$ cat config.mk
export PLATFORM = sky130hd
export DESIGN_NAME = la_acquire_flat
export DESIGN_NICKNAME = d
export VERILOG_FILES = /design/src/rtl/la_acquire_if.sv /design/src/rtl/la_acquire.sv /design/src/flat_wrapper.sv
export SDC_FILE = /design/constraint.sdc
export NUM_CORES = 1
export LEC_CHECK = 0
export ABC_AREA = 1
export BUFFER_PORTS_ARGS = -buffer_cell sky130_fd_sc_hd__buf_2
export CAP_MARGIN = 20
export CORE_UTILIZATION = 35
export DETAILED_ROUTE_END_ITERATION = 8
export PLACE_DENSITY = 0.69
export SYNTH_ARGS = -nofsm -noshare
export SYNTH_HDL_FRONTEND = slang
export SYNTH_SLANG_ARGS = --single-unit
$ cat constraint.sdc
create_clock -name ACLK -period 2.22 [get_ports ACLK]
set_clock_uncertainty 0.15 [all_clocks]
set_input_delay 0.222 -clock ACLK [delete_from_list [all_inputs] [get_ports ACLK]]
set_output_delay 0.222 -clock ACLK [all_outputs]
set_load 0.005 [all_outputs]
$ cat src/rtl/la_acquire_if.sv
`default_nettype none
//------------------------------------------------------------------------------
// Module   : axi4_stream_if
// Brief    : AXI4-Stream channel; d = sink-side view, s = source-side view.
// Revision : 1.0
//------------------------------------------------------------------------------
interface axi4_stream_if #(
   parameter int DW = 32
) (
   input logic ACLK,
   input logic ARESETn
);
   logic            TVALID;
   logic            TREADY;
   logic            TLAST;
   logic [DW-1:0]   TDATA;
   logic [DW/8-1:0] TKEEP;

   modport d (
      input  ACLK,
      input  ARESETn,
      input  TVALID,
      input  TDATA,
      input  TKEEP,
      output TREADY
   );

   modport s (
      output TVALID,
      output TDATA,
      output TKEEP,
      output TLAST,
      input  TREADY
   );
endinterface
`default_nettype wire

$ cat src/rtl/la_acquire.sv
`default_nettype none
//------------------------------------------------------------------------------
// Module   : la_acquire
// Brief    : Gates the trigger-aligned stream into one acquisition packet
//            (pre-trigger fill, trigger wait, post-trigger run, TLAST).
//            Optional LA_ACQUIRE_TIMESTAMP_EN adds the sts_tim trigger stamp.
// Revision : 1.0
//------------------------------------------------------------------------------
module la_acquire #(
   parameter int TN = 4,
   parameter int CW = 32,
   parameter int DN = 1
) (
   input  logic          ctl_rst,
   input  logic          ctl_acq,
   input  logic          ctl_stp,
   input  logic          ctl_trg,
   input  logic [TN-1:0] cfg_trg,
   input  logic [CW-1:0] cfg_pre,
   input  logic [CW-1:0] cfg_pst,
   input  logic [TN-1:0] trg_in,
   output logic          sts_acq,
   output logic          sts_trg,
   output logic [CW-1:0] sts_pre,
   output logic [CW-1:0] sts_pst,
`ifdef LA_ACQUIRE_TIMESTAMP_EN
   output logic [63:0]   sts_tim,
`endif
   axi4_stream_if.d      sti,
   axi4_stream_if.s      sto
);
   localparam logic [1:0] c_idle = 2'd0;
   localparam logic [1:0] c_pre  = 2'd1;
   localparam logic [1:0] c_arm  = 2'd2;
   localparam logic [1:0] c_pst  = 2'd3;

   logic [1:0]    r_state;
   logic [1:0]    w_state_nxt;
   logic          r_trg;
   logic          r_pend;
   logic [CW-1:0] r_pre;
   logic [CW-1:0] r_pst;
   logic          w_xfer;
   logic          w_event;
   logic          w_hold;
   logic          w_start;
   logic          w_trg_beat;
   logic [CW-1:0] w_pre_inc;

   if (DN < 1) begin : g_dn_chk
      $error("la_acquire: DN must be at least 1");
   end

   assign w_xfer     = sti.TVALID & sti.TREADY;
   assign w_event    = (|(trg_in & cfg_trg & {TN{sti.TVALID}})) | ctl_trg;
   assign w_hold     = ctl_rst | ctl_stp;
   assign w_start    = (r_state == c_idle) & ctl_acq & ~ctl_rst;
   assign w_trg_beat = (r_state == c_arm) & w_xfer & (w_event | r_pend) & ~w_hold;
   assign w_pre_inc  = r_pre + 1'b1;

   always_ff @(posedge sti.ACLK or negedge sti.ARESETn) begin
      if (!sti.ARESETn) begin
         r_state <= c_idle;
      end else begin
         r_state <= w_state_nxt;
      end
   end

   always_comb begin
      w_state_nxt = r_state;
      if (ctl_rst) begin
         w_state_nxt = c_idle;
      end else if (ctl_stp && (r_state != c_idle)) begin
         w_state_nxt = c_idle;
      end else begin
         case (r_state)
            c_idle: if (ctl_acq) w_state_nxt = (cfg_pre != '0) ? c_pre : c_arm;
            c_pre:  if (w_xfer && (w_pre_inc == cfg_pre)) w_state_nxt = c_arm;
            c_arm:  if (w_trg_beat) w_state_nxt = (cfg_pst == '0) ? c_idle : c_pst;
            c_pst:  if (w_xfer && (r_pst == cfg_pst)) w_state_nxt = c_idle;
            default: w_state_nxt = c_idle;
         endcase
      end
   end

   // TLAST follows TVALID, not the handshake, so it is stable under backpressure.
   always_comb begin
      sts_acq    = (r_state != c_idle);
      sto.TVALID = sts_acq & sti.TVALID;
      sti.TREADY = sts_acq ? sto.TREADY : 1'b1;
      sto.TLAST  = 1'b0;
      if (sti.TVALID && !w_hold) begin
         if (r_state == c_arm) begin
            sto.TLAST = (w_event | r_pend) & (cfg_pst == '0);
         end else if (r_state == c_pst) begin
            sto.TLAST = (r_pst == cfg_pst);
         end
      end
   end

   assign sto.TDATA = sti.TDATA;
   assign sto.TKEEP = sti.TKEEP;

   always_ff @(posedge sti.ACLK or negedge sti.ARESETn) begin
      if (!sti.ARESETn) begin
         r_trg  <= 1'b0;
         r_pend <= 1'b0;
         r_pre  <= '0;
         r_pst  <= '0;
      end else if (ctl_rst || w_start) begin
         r_trg  <= 1'b0;
         r_pend <= 1'b0;
         r_pre  <= '0;
         r_pst  <= '0;
      end else if (!ctl_stp) begin
         case (r_state)
            c_pre: begin
               if (w_xfer) r_pre <= w_pre_inc;
            end
            c_arm: begin
               if (w_trg_beat) begin
                  r_trg  <= 1'b1;
                  r_pst  <= {{(CW-1){1'b0}}, 1'b1};
                  r_pend <= 1'b0;
               end else begin
                  if (w_event) r_pend <= 1'b1;
                  if (w_xfer && (r_pre != '1)) r_pre <= w_pre_inc;
               end
            end
            c_pst: begin
               if (w_xfer) r_pst <= r_pst + 1'b1;
            end
            default: ;
         endcase
      end
   end

   assign sts_trg = r_trg;
   assign sts_pre = r_pre;
   assign sts_pst = r_pst;

`ifdef LA_ACQUIRE_TIMESTAMP_EN
   logic [63:0] r_tim_cnt;
   logic [63:0] r_tim;

   always_ff @(posedge sti.ACLK or negedge sti.ARESETn) begin
      if (!sti.ARESETn) begin
         r_tim_cnt <= '0;
         r_tim     <= '0;
      end else begin
         r_tim_cnt <= r_tim_cnt + 64'd1;
         if (ctl_rst || w_start) begin
            r_tim <= '0;
         end else if (w_trg_beat) begin
            r_tim <= r_tim_cnt;
         end
      end
   end

   assign sts_tim = r_tim;
`endif
endmodule
`default_nettype wire

$ cat src/flat_wrapper.sv
// flat-port wrapper written by rule: the top's interface ports become plain ports
module la_acquire_flat 
#(
   parameter int TN = 4,
   parameter int CW = 32,
   parameter int DN = 1
)
  (ctl_rst, ctl_acq, ctl_stp, ctl_trg, cfg_trg, cfg_pre, cfg_pst, trg_in, sts_acq, sts_trg, sts_pre, sts_pst, ACLK, ARESETn, sti_TVALID, sti_TDATA, sti_TKEEP, sti_TREADY, sto_TVALID, sto_TDATA, sto_TKEEP, sto_TLAST, sto_TREADY);
  axi4_stream_if #(.DW((32))) sti_i (.ACLK(ACLK), .ARESETn(ARESETn));
  axi4_stream_if #(.DW((32))) sto_i (.ACLK(ACLK), .ARESETn(ARESETn));
  input  logic ctl_rst;
  input  logic ctl_acq;
  input  logic ctl_stp;
  input  logic ctl_trg;
  input  logic [TN-1:0] cfg_trg;
  input  logic [CW-1:0] cfg_pre;
  input  logic [CW-1:0] cfg_pst;
  input  logic [TN-1:0] trg_in;
  output logic sts_acq;
  output logic sts_trg;
  output logic [CW-1:0] sts_pre;
  output logic [CW-1:0] sts_pst;
  input wire logic ACLK;
  input wire logic ARESETn;
  input wire logic [$bits(sti_i.TVALID)-1:0] sti_TVALID;
  input wire logic [$bits(sti_i.TDATA)-1:0] sti_TDATA;
  input wire logic [$bits(sti_i.TKEEP)-1:0] sti_TKEEP;
  output wire logic [$bits(sti_i.TREADY)-1:0] sti_TREADY;
  output wire logic [$bits(sto_i.TVALID)-1:0] sto_TVALID;
  output wire logic [$bits(sto_i.TDATA)-1:0] sto_TDATA;
  output wire logic [$bits(sto_i.TKEEP)-1:0] sto_TKEEP;
  output wire logic [$bits(sto_i.TLAST)-1:0] sto_TLAST;
  input wire logic [$bits(sto_i.TREADY)-1:0] sto_TREADY;
  assign sti_i.TVALID = sti_TVALID;
  assign sti_i.TDATA = sti_TDATA;
  assign sti_i.TKEEP = sti_TKEEP;
  assign sti_TREADY = sti_i.TREADY;
  assign sto_TVALID = sto_i.TVALID;
  assign sto_TDATA = sto_i.TDATA;
  assign sto_TKEEP = sto_i.TKEEP;
  assign sto_TLAST = sto_i.TLAST;
  assign sto_i.TREADY = sto_TREADY;
  la_acquire #(.TN(TN), .CW(CW), .DN(DN)) u_core (.ctl_rst(ctl_rst), .ctl_acq(ctl_acq), .ctl_stp(ctl_stp), .ctl_trg(ctl_trg), .cfg_trg(cfg_trg), .cfg_pre(cfg_pre), .cfg_pst(cfg_pst), .trg_in(trg_in), .sts_acq(sts_acq), .sts_trg(sts_trg), .sts_pre(sts_pre), .sts_pst(sts_pst), .sti(sti_i), .sto(sto_i));
endmodule
# ---- Yosys cells after proc, flatten, opt, wreduce, memory -nomap -nowiden
# Cells that the tools add are included.
dict set report word_totals {
  regBits 68
  latchBits 0
  ram_bits 0
  rom_bits 0
  wordCells 93
  memories 0
}
dict set report classes {
  add_sub_neg 2
  mul 0
  div 0
  magnitude_cmp 0
  eq_ne 16
  shifts 0
  n_mux 33
  n_bitwise 15
  reduce_logical 22
}
# operator n
set op_table {}
lappend op_table {{32-bit two-way mux} 9}
lappend op_table {{32-bit one-hot mux with 2 select lines} 2}
lappend op_table {{32-bit by 1-bit adder with 32-bit output, second input constant} 2}
lappend op_table {{32-bit equality test} 2}
lappend op_table {{32-bit zero test} 1}
lappend op_table {{32-bit inequality test, second input constant} 1}
lappend op_table {{32-bit nonzero test} 1}
lappend op_table {{2-bit two-way mux} 8}
lappend op_table {{1-bit two-way mux} 13}
lappend op_table {{3-bit nonzero test} 3}
lappend op_table {{1-bit bitwise AND} 8}
lappend op_table {{4-bit bitwise AND} 2}
lappend op_table {{4-bit by 2-bit inequality test with 1-bit output, second input constant} 2}
lappend op_table {{2-bit one-hot mux with 4 select lines} 1}
lappend op_table {{4-bit AND reduction} 2}
lappend op_table {{3-bit by 2-bit inequality test with 1-bit output, second input constant} 2}
lappend op_table {{3-bit inequality test, second input constant} 2}
lappend op_table {{3-bit AND reduction} 2}
lappend op_table {{2-bit nonzero test} 3}
lappend op_table {{1-bit logical AND} 5}
lappend op_table {{5-bit AND reduction} 1}
lappend op_table {{2-bit equality test, second input constant} 2}
lappend op_table {{4-bit by 3-bit inequality test with 1-bit output, second input constant} 1}
lappend op_table {{4-bit inequality test, second input constant} 1}
lappend op_table {{9 further kinds} 12}

# ---- Depth between registers and ports, before layout
# Gate-level depths: netlist of run 1.
dict set report logic_depth {
  word_depth 11
  mapped_depth 18
}

# ---- Worst setup path after synthesis of run 1
# Ideal clock, no wire load.
dict set report synth_timing {
  path_kind {reg2reg}
  start {reg u_core.r_pre[1] (netlist: u_core.sts_pre[1])}
  end {reg u_core.r_pre[0] (netlist: u_core.sts_pre[0])}
  setup_time_ps 128
  arrival_ps 1882
  slack_ps 59
  path_stages_with_launch 14
  period_less_slack_ps 2161
  path_cell_list {dfrtp_1 -> ha_1 -> nand2_2 -> nor2_4 -> nand2_4 -> nor2_8 -> nand2_2 -> o41ai_2 -> nand2_1 -> nand2_2 -> inv_2 -> buf_6 -> nand3_1 -> o21ai_1}
}
dict set report synth_via {
  elab_chain_len 4
}
# element line_no
set synth_rtl {}
lappend synth_rtl {{from (decl)} la_acquire.sv:41} ;# logic [CW-1:0] r_pre;
lappend synth_rtl {{from (signal assigned)} la_acquire.sv:118} ;# if (w_xfer) r_pre <= w_pre_inc;
lappend synth_rtl {{from (signal assigned)} la_acquire.sv:127} ;# if (w_xfer && (r_pre != '1)) r_pre <= w_pre_inc;
lappend synth_rtl {{32-bit inequality test} la_acquire.sv:127}
lappend synth_rtl {{1-bit logical AND} la_acquire.sv:127}
lappend synth_rtl {{3-bit inequality test (no source line)} -}
lappend synth_rtl {{5-bit AND reduction (no source line)} -}
# No other way between the ends.
# A chain may end at the register's enable or synchronous reset.

# ---- Worst setup path in the final report of run 1
dict set report layout_timing {
  start {reg u_core.r_pre[0] (netlist: u_core.sts_pre[0])}
  end {reg u_core.r_pre[17] (netlist: u_core.sts_pre[17])}
}
dict set report layout_via {
  elab_chain_len 6
}
# element line_no
set layout_rtl {}
lappend layout_rtl {{32-bit by 1-bit adder with 32-bit output} la_acquire.sv:59} ;# assign w_pre_inc = r_pre + 1'b1;
lappend layout_rtl {{32-bit two-way mux} la_acquire.sv:127}
lappend layout_rtl {{32-bit two-way mux} la_acquire.sv:121} ;# if (w_trg_beat) begin
lappend layout_rtl {{32-bit one-hot mux with 2 select lines} la_acquire.sv:116} ;# case (r_state)
lappend layout_rtl {{32-bit two-way mux} la_acquire.sv:115} ;# end else if (!ctl_stp) begin
lappend layout_rtl {{32-bit two-way mux} la_acquire.sv:110} ;# end else if (ctl_rst || w_start) begin
# Parallel ways exist; a longest one is shown, timed or not. The select of a mux whose other input is x is not followed.

==> results of run 1 <==
[worst paths after layout]
| kind | start | end | cells past startpoint |
|---|---|---|---|
| max | u_core.sts_pre[0]$_DFFE_PN0P_ | u_core.sts_pre[17]$_DFFE_PN0P_ | 14 |
| min | ctl_trg | u_core.r_pend$_DFFE_PN0P_ | 4 |
| max reg2reg | u_core.sts_pre[0]$_DFFE_PN0P_ | u_core.sts_pre[17]$_DFFE_PN0P_ | 14 |
| min reg2reg | u_core.sts_trg$_DFFE_PN0P_ | u_core.sts_trg$_DFFE_PN0P_ | 2 |
| max in group asynchronous | ARESETn | u_core.sts_pst[4]$_DFFE_PN0P_ | 3 |
| min in group asynchronous | ARESETn | u_core.sts_pre[9]$_DFFE_PN0P_ | 2 |
[registers in the layout (all words and copies together), names as in the netlist]
| name | count |
|---|---|
| u_core.sts_pst | 32 |
| u_core.r_state | 2 |
| u_core.sts_pre | 32 |
| u_core.r_pend | 1 |
| u_core.sts_trg | 1 |
[power by group through the flow]
stage / clock network (uW) / registers (uW) / logic [uW]
2_1_floorplan: 0 / 1370 / 787
3_3_place_gp: 0 / 1350 / 1340
3_5_place_dp: 0 / 1360 / 1350
4_1_cts: 1580 / 1330 / 1420
5_1_grt: 1640 / 1350 / 2270
6_report: 1550 / 1340 / 2160
[metrics by stage]
step | setup TNS, ns | setup slack [ns] | instance area, um^2
final | -4.96 | -0.199 | 9190
after global routing | -9.18 | -0.325 | 9190
after CTS | -0.531 | -0.108 | 8350
after detailed placement | -0.683 | -0.166 | 7830
after floorplan | 0 | 0.0595 | 6240
after global placement | -0.496 | -0.125 | 7830
[kinds of logic after synthesis]
group / synth area share
buffers and inverters: 0.138
XOR/XNOR: 0.0485
AO/OA/AOI/OAI: 0.0934
flip-flops: 0.273
AND/OR/NAND/NOR: 0.443
adder cells (fa/ha/maj): 0.00401
[critical path, delay by kind of cell, from the launching register on]
kind / cells / cell delay, ns
flops: 1 / 0.41
buf+inv: 3 / 0.48
fa+ha+maj: 1 / 0.18
compound gates: 2 / 0.25
simple gates: 8 / 0.87
[cell type report]
type                    instances  area (um^2)
fillers                      1618         8170
multi-input cells             732         4210
repair buffers                312         2180
flip-flops and latches         68         1710
inverters                     129          495
well taps                     225          282
clock buffers                  11          253
clock inverters                 5         60.1
[layout by cell type (no fill, tap or decap), types with 3 or more instances in the layout]
cell type and count:
dfrtp_2 7, inv_2 10, nand3_4 3, nor2_4 10, nor2_1 102, a21oi_2 4
inv_1 116, xnor2_1 18, nand3_2 9, nand3b_1 3, nand3_1 84, nand4_1 46
clkbuf_16 14, a22oi_1 3, nor3_1 22, buf_2 147, dfrtp_1 61, o31ai_4 3
buf_4 140, o31ai_2 10, nor3_2 5, o21ai_1 18, nand2_2 24, buf_12 5
or2_2 8, xnor2_2 4, buf_6 13, a21oi_1 18, nand2_1 242, nor2_8 3
nor4_1 13, xor2_1 9, o21ai_0 10, nor2_2 11, nand2_4 15, o21ai_2 6
[metal layers]
metal / vias up / part of all wire / track usage
met2: 412 / 0.48 / 0.414
met4: 0 / 0.043 / 0.0986
met1: 3553 / 0.39 / 0.312
li1: 3741 / - / -
met5: - / 0 / 0
met3: 78 / 0.094 / 0.0610
[cells in the mapped netlist, drive strengths merged]
master	n	area, um^2
nand3b	3	22.5
xnor3	1	22.5
a22oi	3	22.5
o32ai	1	8.76
buf	46	359
a31oi	1	6.26
inv	128	480
a21oi	23	130
clkinv	1	3.75
and2	1	6.26
ha	2	25.0
nor2	126	572
dfrtp	68	1700
nand3	96	490
xor2	10	87.6
o2111ai	2	17.5
o211ai	2	15.0
o211a	2	20.0
xnor2	22	193
nor3b	3	22.5
o221ai	1	8.76
or2	8	50.1
o21a	2	15.0
o31ai	15	113
o41ai	3	41.3
nand2	282	1080
o21bai	1	7.51
a211oi	1	7.51
nor4	13	81.3
nand4	46	288
nor3	28	150
clkbuf	5	18.8
o21ai	34	170
[what timing repair did]
action / 4_1_cts / 5_1_grt
buffers inserted: 15 / 25
resized for setup: 28 / 127
hold endpoints to repair: 68 / 0
pin swaps: 29 / 42
endpoints found under the setup margin: 31 / 59
gates cloned: 0 / 7
hold buffers: 1 / 0
==> flow_metrics.tcl, run 1 <==
set metrics [dict create \
    die_y_um 136 \
    synth_seq_cells 68 \
    status "finished with violations" \
    cts_made_buffers 9 \
    clock-sinks 68 \
    portBuffers 148 \
    reg2reg_slack_ns -0.20 \
    clkTransAtPathRegs_ns 0.07 \
    dieArea_um2 18400 \
    stdcell_count 1482 \
    drt_first_pass_iters 5 \
    gp_congestion 0.973 \
    clockBufferDepth 2 \
    p_clk_frac 0.307 \
    io_pins 221 \
    ir_worst_vdd_mv 0.499 \
    finalHoldViolCount 0 \
    htree_levels 3 \
    whs_ns 0.123 \
    syn-num-nets 1098 \
    insertion_delay_ns 0.36 \
    syn_area_um2 6240 \
    cp.arrival_ns 2.53 \
    core_area_um2 17400 \
    finalSetupViolCount 35 \
    grt_setup_unrepaired "yes" \
    grt_usage 0.250 \
    worst_setup_path_end_kind "register" \
    crit_top_cell "nand2_4" \
    p_per_area_nw_per_um2 550 \
    totalWireLength_um 24600 \
    startpoint_type "register" \
    seq_area_frac_synth 0.273 \
    cap_violations 0 \
    violations "negative setup slack" \
    die_x_um 136 \
    grt_overflow_total 0 \
    drive_gt1_frac 0.376 \
    critical_path.max_fanout 7 \
    setup.worst_path.class "register to register" \
    postLayoutCoreUtil 0.530 \
    slowest_stage "dfrtp_1" \
    totalPowerFinal_uw 5050 \
    hp-class "input pin to register" \
    dp_hpwl_um 17500 \
    start_util 0.360 \
    diodes 0 \
    min_period_ns 2.42 \
    placed_cells 1419 \
    rows 48 \
    drc 0 \
    viasPerCell 5.25 \
    ant_nets 0 \
    antenna_found_initial 0 \
    internal_power_uw 3170 \
    leakage_uw 0.00454 \
    crit_required_ns 2.33 \
    synthCells 980 \
    cp_cell_sequence "ha_4 > nand2_4 > nor2_4 > nand2_4 > nor2_8 > buf_6 > nand2_4 > o41ai_4 > nand2_1 > nand2_4 > buf_6 > clkbuf_16 > nand2_4 > o31ai_4" \
    area_growth_pct 47.3 \
    worst_pin_slew_ns 0.475 \
    drtIter0Drc 620 \
    slowest_delay_ns 0.41 \
    p_switching_uw 1880 \
    wire_per_inst_um 16.6 \
    worst_slack_ns -0.199 \
    vias 7784 \
    synth.distinct_cells 48 \
    syn_avg_cell_area_um2 6.37 \
    yosys_warnings 0 \
    slew_violations 0 \
    fmaxAchievable_mhz 413 \
    p_seq_frac 0.266 \
    grt_pass1_vias 6878 \
    final_min_period_over_clock_period 1.09 \
    grt_max_degree 37 \
    fin_nets 1370 \
    cts_tree "yes" \
    grt_pass1_wl_um 35000 \
    p_comb_frac 0.427 \
    maxSlewHeadroom 0.681 \
    ctsRootBufferMaster "clkbuf_16" \
    sw_frac_of_total 0.373 \
]
(Power assumes the default switching activity.)
==> inputs of run 2 (changes only) <==
Settings changed: PLACE_DENSITY 0.69 to 0.67.
Clock period 2.22 ns to 2.5 ns, I/O delays scaled along.
==> run 2 against run 1 <==
Compared with the run above: the run now ends clean; routed wire length is 13% lower; sequential share of layout area up 3.2 points; final cell count fell by 7.5%; via count is 9.7% lower; hold slack improved by 0.029 ns; count of clock-buffer cells in the layout shrank 1; first-iteration DRC count down 13%; register-to-register slack improved by 0.25 ns; die area did not move; setup slack better by 0.25 ns; critical path type unchanged; critical endpoint is now u_core.r_state[0]$_DFFE_PN0P_; largest cell class unchanged; highest routed layer unchanged.
==> flow_metrics.tcl, run 2 (same netlist as run 1, synthesis figures left out) <==
set metrics [dict create \
    start_util 0.360 \
    setup.worst_path.class "register to register" \
    portBuffers 148 \
    drtIter0Drc 541 \
    worst_slack_ns 0.0547 \
    antenna_found_initial 0 \
    ctsRootBufferMaster "clkbuf_16" \
    maxSlewHeadroom 0.628 \
    viasPerCell 5.13 \
    drt_first_pass_iters 5 \
    startpoint "u_core.sts_pre[3]$_DFFE_PN0P_" \
    die_x_um 136 \
    core_area_um2 17400 \
    min_period_ns 2.45 \
    drc 0 \
    slowest_delay_ns 0.43 \
    slowest_stage "dfrtp_2" \
    mostFrequentLayoutCell "nand2_1" \
    worst_setup_path_end_kind "register" \
    critical_path.max_fanout 7 \
    ant_nets 0 \
    sw_frac_of_total 0.334 \
    diodes 0 \
    drive_gt1_frac 0.253 \
    r2r_cells 18 \
    crit_family "simple AND/OR/NAND/NOR gates" \
    io_pins 221 \
    grt_pass1_vias 6533 \
    cp.arrival_ns 2.54 \
    crit_buf_inv 1 \
    cp_cell_sequence "nand2_1 > nor2_4 > buf_12 > nand2_8 > nor2_8 > nand2_1 > nand2_2 > nand2_2 > nand2_1 > nand2_1 > nor2_2 > nand2_1 > nor2_1 > nand3_1 > nand2_2 > nand2_1 > nand2_1 > nand2_1" \
    hp-class "input pin to register" \
    internal_power_uw 2630 \
    fin_nets 1259 \
    finalSetupViolCount 0 \
    p_comb_frac 0.284 \
    clock-sinks 68 \
    slew_violations 0 \
    ir_worst_vdd_mv 0.285 \
    totalWireLength_um 21400 \
    crit_required_ns 2.59 \
    p_seq_frac 0.304 \
    r2r-end "u_core.r_state[0]$_DFFE_PN0P_" \
    wire_per_inst_um 15.6 \
    grt_setup_unrepaired "yes" \
    leakage_uw 0.00371 \
    crit_top_cell "nand2_1" \
    insertion_delay_ns 0.35 \
    p_switching_uw 1320 \
    clockBufferDepth 2 \
    rows 48 \
    grt_overflow_total 0 \
    p_clk_frac 0.411 \
    fmaxAchievable_mhz 409 \
    dieArea_um2 18400 \
    cap_violations 0 \
    reg2reg_slack_ns 0.05 \
    endpoint "u_core.r_state[0]$_DFFE_PN0P_" \
    status "completed" \
    dp_slack_ns 0.0355 \
    finalHoldViolCount 0 \
    worst_pin_slew_ns 0.554 \
    whs_ns 0.152 \
    cts_tree "yes" \
    die_y_um 136 \
    grt_pass1_wl_um 33200 \
    r2r-start "u_core.sts_pre[3]$_DFFE_PN0P_" \
    htree_levels 3 \
    final_min_period_over_clock_period 0.978 \
    cts_made_buffers 9 \
    grt_max_degree 40 \
    dp_hpwl_um 16800 \
    clkTransAtPathRegs_ns 0.06 \
    grt_usage 0.237 \
    startpoint_type "register" \
    vias 7029 \
    gp_congestion 0.943 \
    area_growth_pct 26.0 \
    layout.cells.most_common_list "nand2_1, buf_2, inv_1, nor2_1, nand3_1" \
    totalPowerFinal_uw 3940 \
    cp.depth 18 \
    p_per_area_nw_per_um2 501 \
]
## run 2: changes by cell type in the layout (fill, tap and decap cells not counted), sizes merged
cell	before	now
buf	306	200
bufinv	1	4
clkbuf	16	10
clkinv	4	2
## run 2: worst reg2reg max path: stages (launching register included)
cell	delay, ns
dfrtp_2	0.43
nand2_1	0.18
nor2_4	0.23
buf_12	0.14
nand2_8	0.07
nor2_8	0.15
nand2_1	0.08
nand2_2	0.09
nand2_2	0.05
nand2_1	0.05
nand2_1	0.06
nor2_2	0.15
nand2_1	0.06
nor2_1	0.10
nand3_1	0.11
nand2_2	0.10
nand2_1	0.05
nand2_1	0.06
nand2_1	0.04
## run 2: per-stage QoR
step / cell area [um^2] / util / instances / setup TNS (ns)
floorplan: 6240 / - / 980 / 0
global placement: 7180 / 0.414 / 1338 / 0
detailed placement: 7180 / 0.414 / 1338 / 0
CTS: 7560 / 0.436 / 1355 / 0
global route: 7860 / 0.453 / 1371 / -0.122
finish: 7860 / 0.453 / 1371 / 0
## run 2: repair_timing
item | 4_1_cts | 5_1_grt
setup buffers | 0 | 16
gates resized for setup | 1 | 50
endpoints found under the hold margin | 29 | 0
setup endpoints to repair | 1 | 22
pin swaps | 0 | 23
hold buffers | 1 | 0
## run 2: layer usage
| metal | vias up | share of wire | global-route usage |
|---|---|---|---|
| li1 | 3516 | - | - |
| met1 | 3203 | 0.43 | 0.314 |
| met2 | 283 | 0.47 | 0.397 |
| met3 | 27 | 0.072 | 0.0318 |
| met4 | 0 | 0.018 | 0.0762 |
| met5 | - | 0 | 0 |
## run 2: how the worst min path moves through the flow
stage / from / to / slack (ns) / cells after the start
final: ctl_trg / u_core.r_pend$_DFFE_PN0P_ / 0.15 / 4
after global placement: ARESETn / u_core.sts_pre[7]$_DFFE_PN0P_ / 0.07 / 1
after global routing: ctl_trg / u_core.r_pend$_DFFE_PN0P_ / 0.18 / 4
after CTS: ctl_trg / u_core.r_pend$_DFFE_PN0P_ / 0.14 / 4
after floorplan: ARESETn / u_core.r_pend$_DFFE_PN0P_ / -0.20 / 0
after detailed placement: ARESETn / u_core.sts_pre[6]$_DFFE_PN0P_ / 0.08 / 1
## run 2: power by group through the flow
stage	combinational [uW]	clock [uW]	sequential, uW
finish	1120	1620	1200
global route	1240	1680	1200
CTS	1070	1640	1190
detailed placement	1060	0	1210
global placement	1060	0	1210
floorplan	699	0	1220
## run 2: area by class of cell
type / count / area [um^2]
clock buffers: 10 / 229
repair buffers: 201 / 1190
clock inverters: 6 / 136
inverters: 129 / 490
multi-input cells: 732 / 3820
well taps: 225 / 282
fillers: 1791 / 9490
flip-flops and latches: 68 / 1710
==> inputs of run 3 (changes only) <==
==> constraint.sdc (replaced) <==
create_clock -name ACLK -period 2.5 [get_ports ACLK]
set_clock_uncertainty 0.15 [all_clocks]
set_input_delay 0.5 -clock ACLK [delete_from_list [all_inputs] [get_ports ACLK]]
set_output_delay 0.5 -clock ACLK [all_outputs]
set_load 0.005 [all_outputs]
==> run 3 against run 2 <==
Compared with the run above: the flow now finishes with violations (negative setup slack); power fell by 9.3%; cell area increased by 2.7%; count of clock-buffer cells in the layout rose by 1; sequential power hardly changed; combinational power is essentially flat; critical endpoint is now sto_TLAST; final cell count up 2.7%.
==> flow_metrics.tcl, run 3 (same netlist as run 1, synthesis figures left out) <==
set metrics [dict create \
    multi_input_area_um2 3860 \
    worst_setup_path_end_kind "output pin" \
    die_y_um 136 \
    critical_path.max_fanout 3 \
    die_x_um 136 \
    clock-sinks 68 \
    finalSetupViolCount 2 \
    drt_first_pass_iters 7 \
    wire_per_inst_um 15.7 \
    final_min_period_over_clock_period 1.06 \
    portBuffers 148 \
    clockBufferDepth 2 \
    htree_levels 3 \
    dieArea_um2 18400 \
    core_area_um2 17400 \
    cts_made_buffers 9 \
    mostFrequentLayoutCell "nand2_1" \
    ff_latch_area_um2 1710 \
    dp_hpwl_um 17300 \
    antenna_found_initial 0 \
    stdcell_count 1408 \
    grt_overflow_total 0 \
    drtIter0Drc 506 \
    ir_worst_vdd_mv 0.321 \
    fmaxAchievable_mhz 376 \
    fin_nets 1297 \
    r2r-start "u_core.sts_pst[18]$_DFFE_PN0P_" \
    setup.worst_path.class "register to output pin" \
    drive_gt1_frac 0.287 \
    postLayoutCoreUtil 0.465 \
    insertion_delay_ns 0.34 \
    leakage_uw 0.00389 \
    layout.cells.most_common_list "nand2_1, buf_2, inv_1, nor2_1, nand3_1" \
    ant_nets 0 \
    grt_pass1_vias 6845 \
    cap_violations 0 \
    worst_pin_slew_ns 0.467 \
    cts_tree "yes" \
    gp_congestion 0.940 \
    vias 7330 \
    cp_cell_sequence "xnor2_2 > o211ai_1 > nor2_1 > nand4_1 > nor2_4 > nand3_2 > a211oi_2 > buf_2" \
    status "finished with violations" \
    r2r_cells 18 \
    placed_cells 1368 \
    reg2reg_slack_ns -0.06 \
    hp-class "register to register" \
    ctsRootBufferMaster "clkbuf_16" \
    cp.depth 8 \
    slowest_stage "dfrtp_2" \
    start_util 0.360 \
    totalWireLength_um 22100 \
    crit_required_ns 1.85 \
    violations "negative setup slack" \
    maxSlewHeadroom 0.686 \
    viasPerCell 5.21 \
    r2r-end "u_core.r_state[0]$_DFFE_PN0P_" \
    rows 48 \
    slowest_delay_ns 0.44 \
    startpoint_type "register" \
    drc 0 \
    cp.arrival_ns 2.01 \
    endpoint "sto_TLAST" \
    grt_max_degree 49 \
    grt_pass1_wl_um 35200 \
    grt_setup_unrepaired "yes" \
    fillCellCount 1781 \
    p_per_area_nw_per_um2 443 \
    clkTransAtPathRegs_ns 0.06 \
    startpoint "u_core.sts_pst[18]$_DFFE_PN0P_" \
    grt_usage 0.249 \
    worst_slack_ns -0.159 \
    finalHoldViolCount 0 \
    area_growth_pct 29.4 \
    diodes 0 \
    crit_buf_inv 1 \
    dp_slack_ns -0.0697 \
    min_period_ns 2.66 \
    slew_violations 0 \
    crit_family "simple AND/OR/NAND/NOR gates" \
    io_pins 221 \
]
-- run 3: cell types whose count changed in the layout (fill, tap and decap cells not counted), sizes merged --
cell and change:
clkinvlp +1, clkbuf +1, clkinv +1, bufinv -4
buf +38
-- run 3: final cells by class --
type                    count  area share
clock buffers              11      0.0313
well taps                 225      0.0349
repair buffers            239       0.179
multi-input cells         732       0.479
inverters                 129      0.0607
flip-flops and latches     68       0.212
clock inverters             4     0.00310
-- run 3: worst min-delay path by stage --
| stage | slack (ns) | start | to | depth (start not counted) |
|---|---|---|---|---|
| 2_1_floorplan | 0.05 | ARESETn | u_core.r_pend$_DFFE_PN0P_ | 0 |
| 3_3_place_gp | 0.28 | ARESETn | u_core.sts_pre[7]$_DFFE_PN0P_ | 1 |
| 3_5_place_dp | 0.28 | ARESETn | u_core.sts_pre[9]$_DFFE_PN0P_ | 1 |
| 4_1_cts | 0.39 | u_core.sts_pst[16]$_DFFE_PN0P_ | u_core.sts_pst[16]$_DFFE_PN0P_ | 1 |
| 5_1_grt | 0.41 | u_core.r_pend$_DFFE_PN0P_ | u_core.r_pend$_DFFE_PN0P_ | 1 |
| 6_report | 0.37 | u_core.sts_trg$_DFFE_PN0P_ | u_core.sts_trg$_DFFE_PN0P_ | 2 |
-- run 3: metal layers --
layer  up-vias  GRT usage  routed length (um)
li1       3588          -                   -
met1      3328      0.321                9160
met2       372      0.418               10600
met3        42     0.0516                1870
met4         0     0.0712                 464
met5         -          0                   0
-- run 3: timing repair --
item | CTS | global route
gates cloned | 0 | 0
endpoints found under the setup margin | 3 | 40
gates resized for setup | 15 | 48
buffers inserted | 10 | 14
hold buffers | 1 | 0
pin swaps | 9 | 16
endpoints found under the hold margin | 20 | 0
-- run 3: stage by stage --
| stage | setup TNS [ns] | hold WS (ns) | instance area [um^2] | total power, uW |
|---|---|---|---|---|
| 3_3_place_gp | -0.0193 | 0.275 | 7400 | 2260 |
| 4_1_cts | -0.117 | 0.385 | 7820 | 3520 |
| 3_5_place_dp | -0.0846 | 0.277 | 7400 | 2270 |
| 5_1_grt | -0.572 | 0.406 | 8070 | 3760 |
| 6_report | -0.216 | 0.370 | 8070 | 3580 |
| 2_1_floorplan | 0 | 0.0544 | 6240 | 1910 |
-- run 3: worst reg2reg max path, cell delays in order (launching register included) --
cell      delay, ns
dfrtp_2        0.44
xnor2_2        0.18
o211ai_1       0.13
nor2_1         0.12
nand4_1        0.15
nor2_4         0.16
buf_4          0.14
buf_4          0.09
buf_4          0.09
buf_4          0.09
buf_4          0.09
buf_4          0.09
nand3_1        0.06
nand2_1        0.09
nand2_2        0.07
nor2_4         0.14
nand2_1        0.08
nand2_1        0.06
nand2_1        0.04
-- run 3: power breakdown --
part           internal [uW]  switching (uW)  total (uW)  leakage [uW]
logic                    413             721        1130       0.00283
clock network            717             521        1240      0.000133
registers               1150            56.2        1200      0.000932
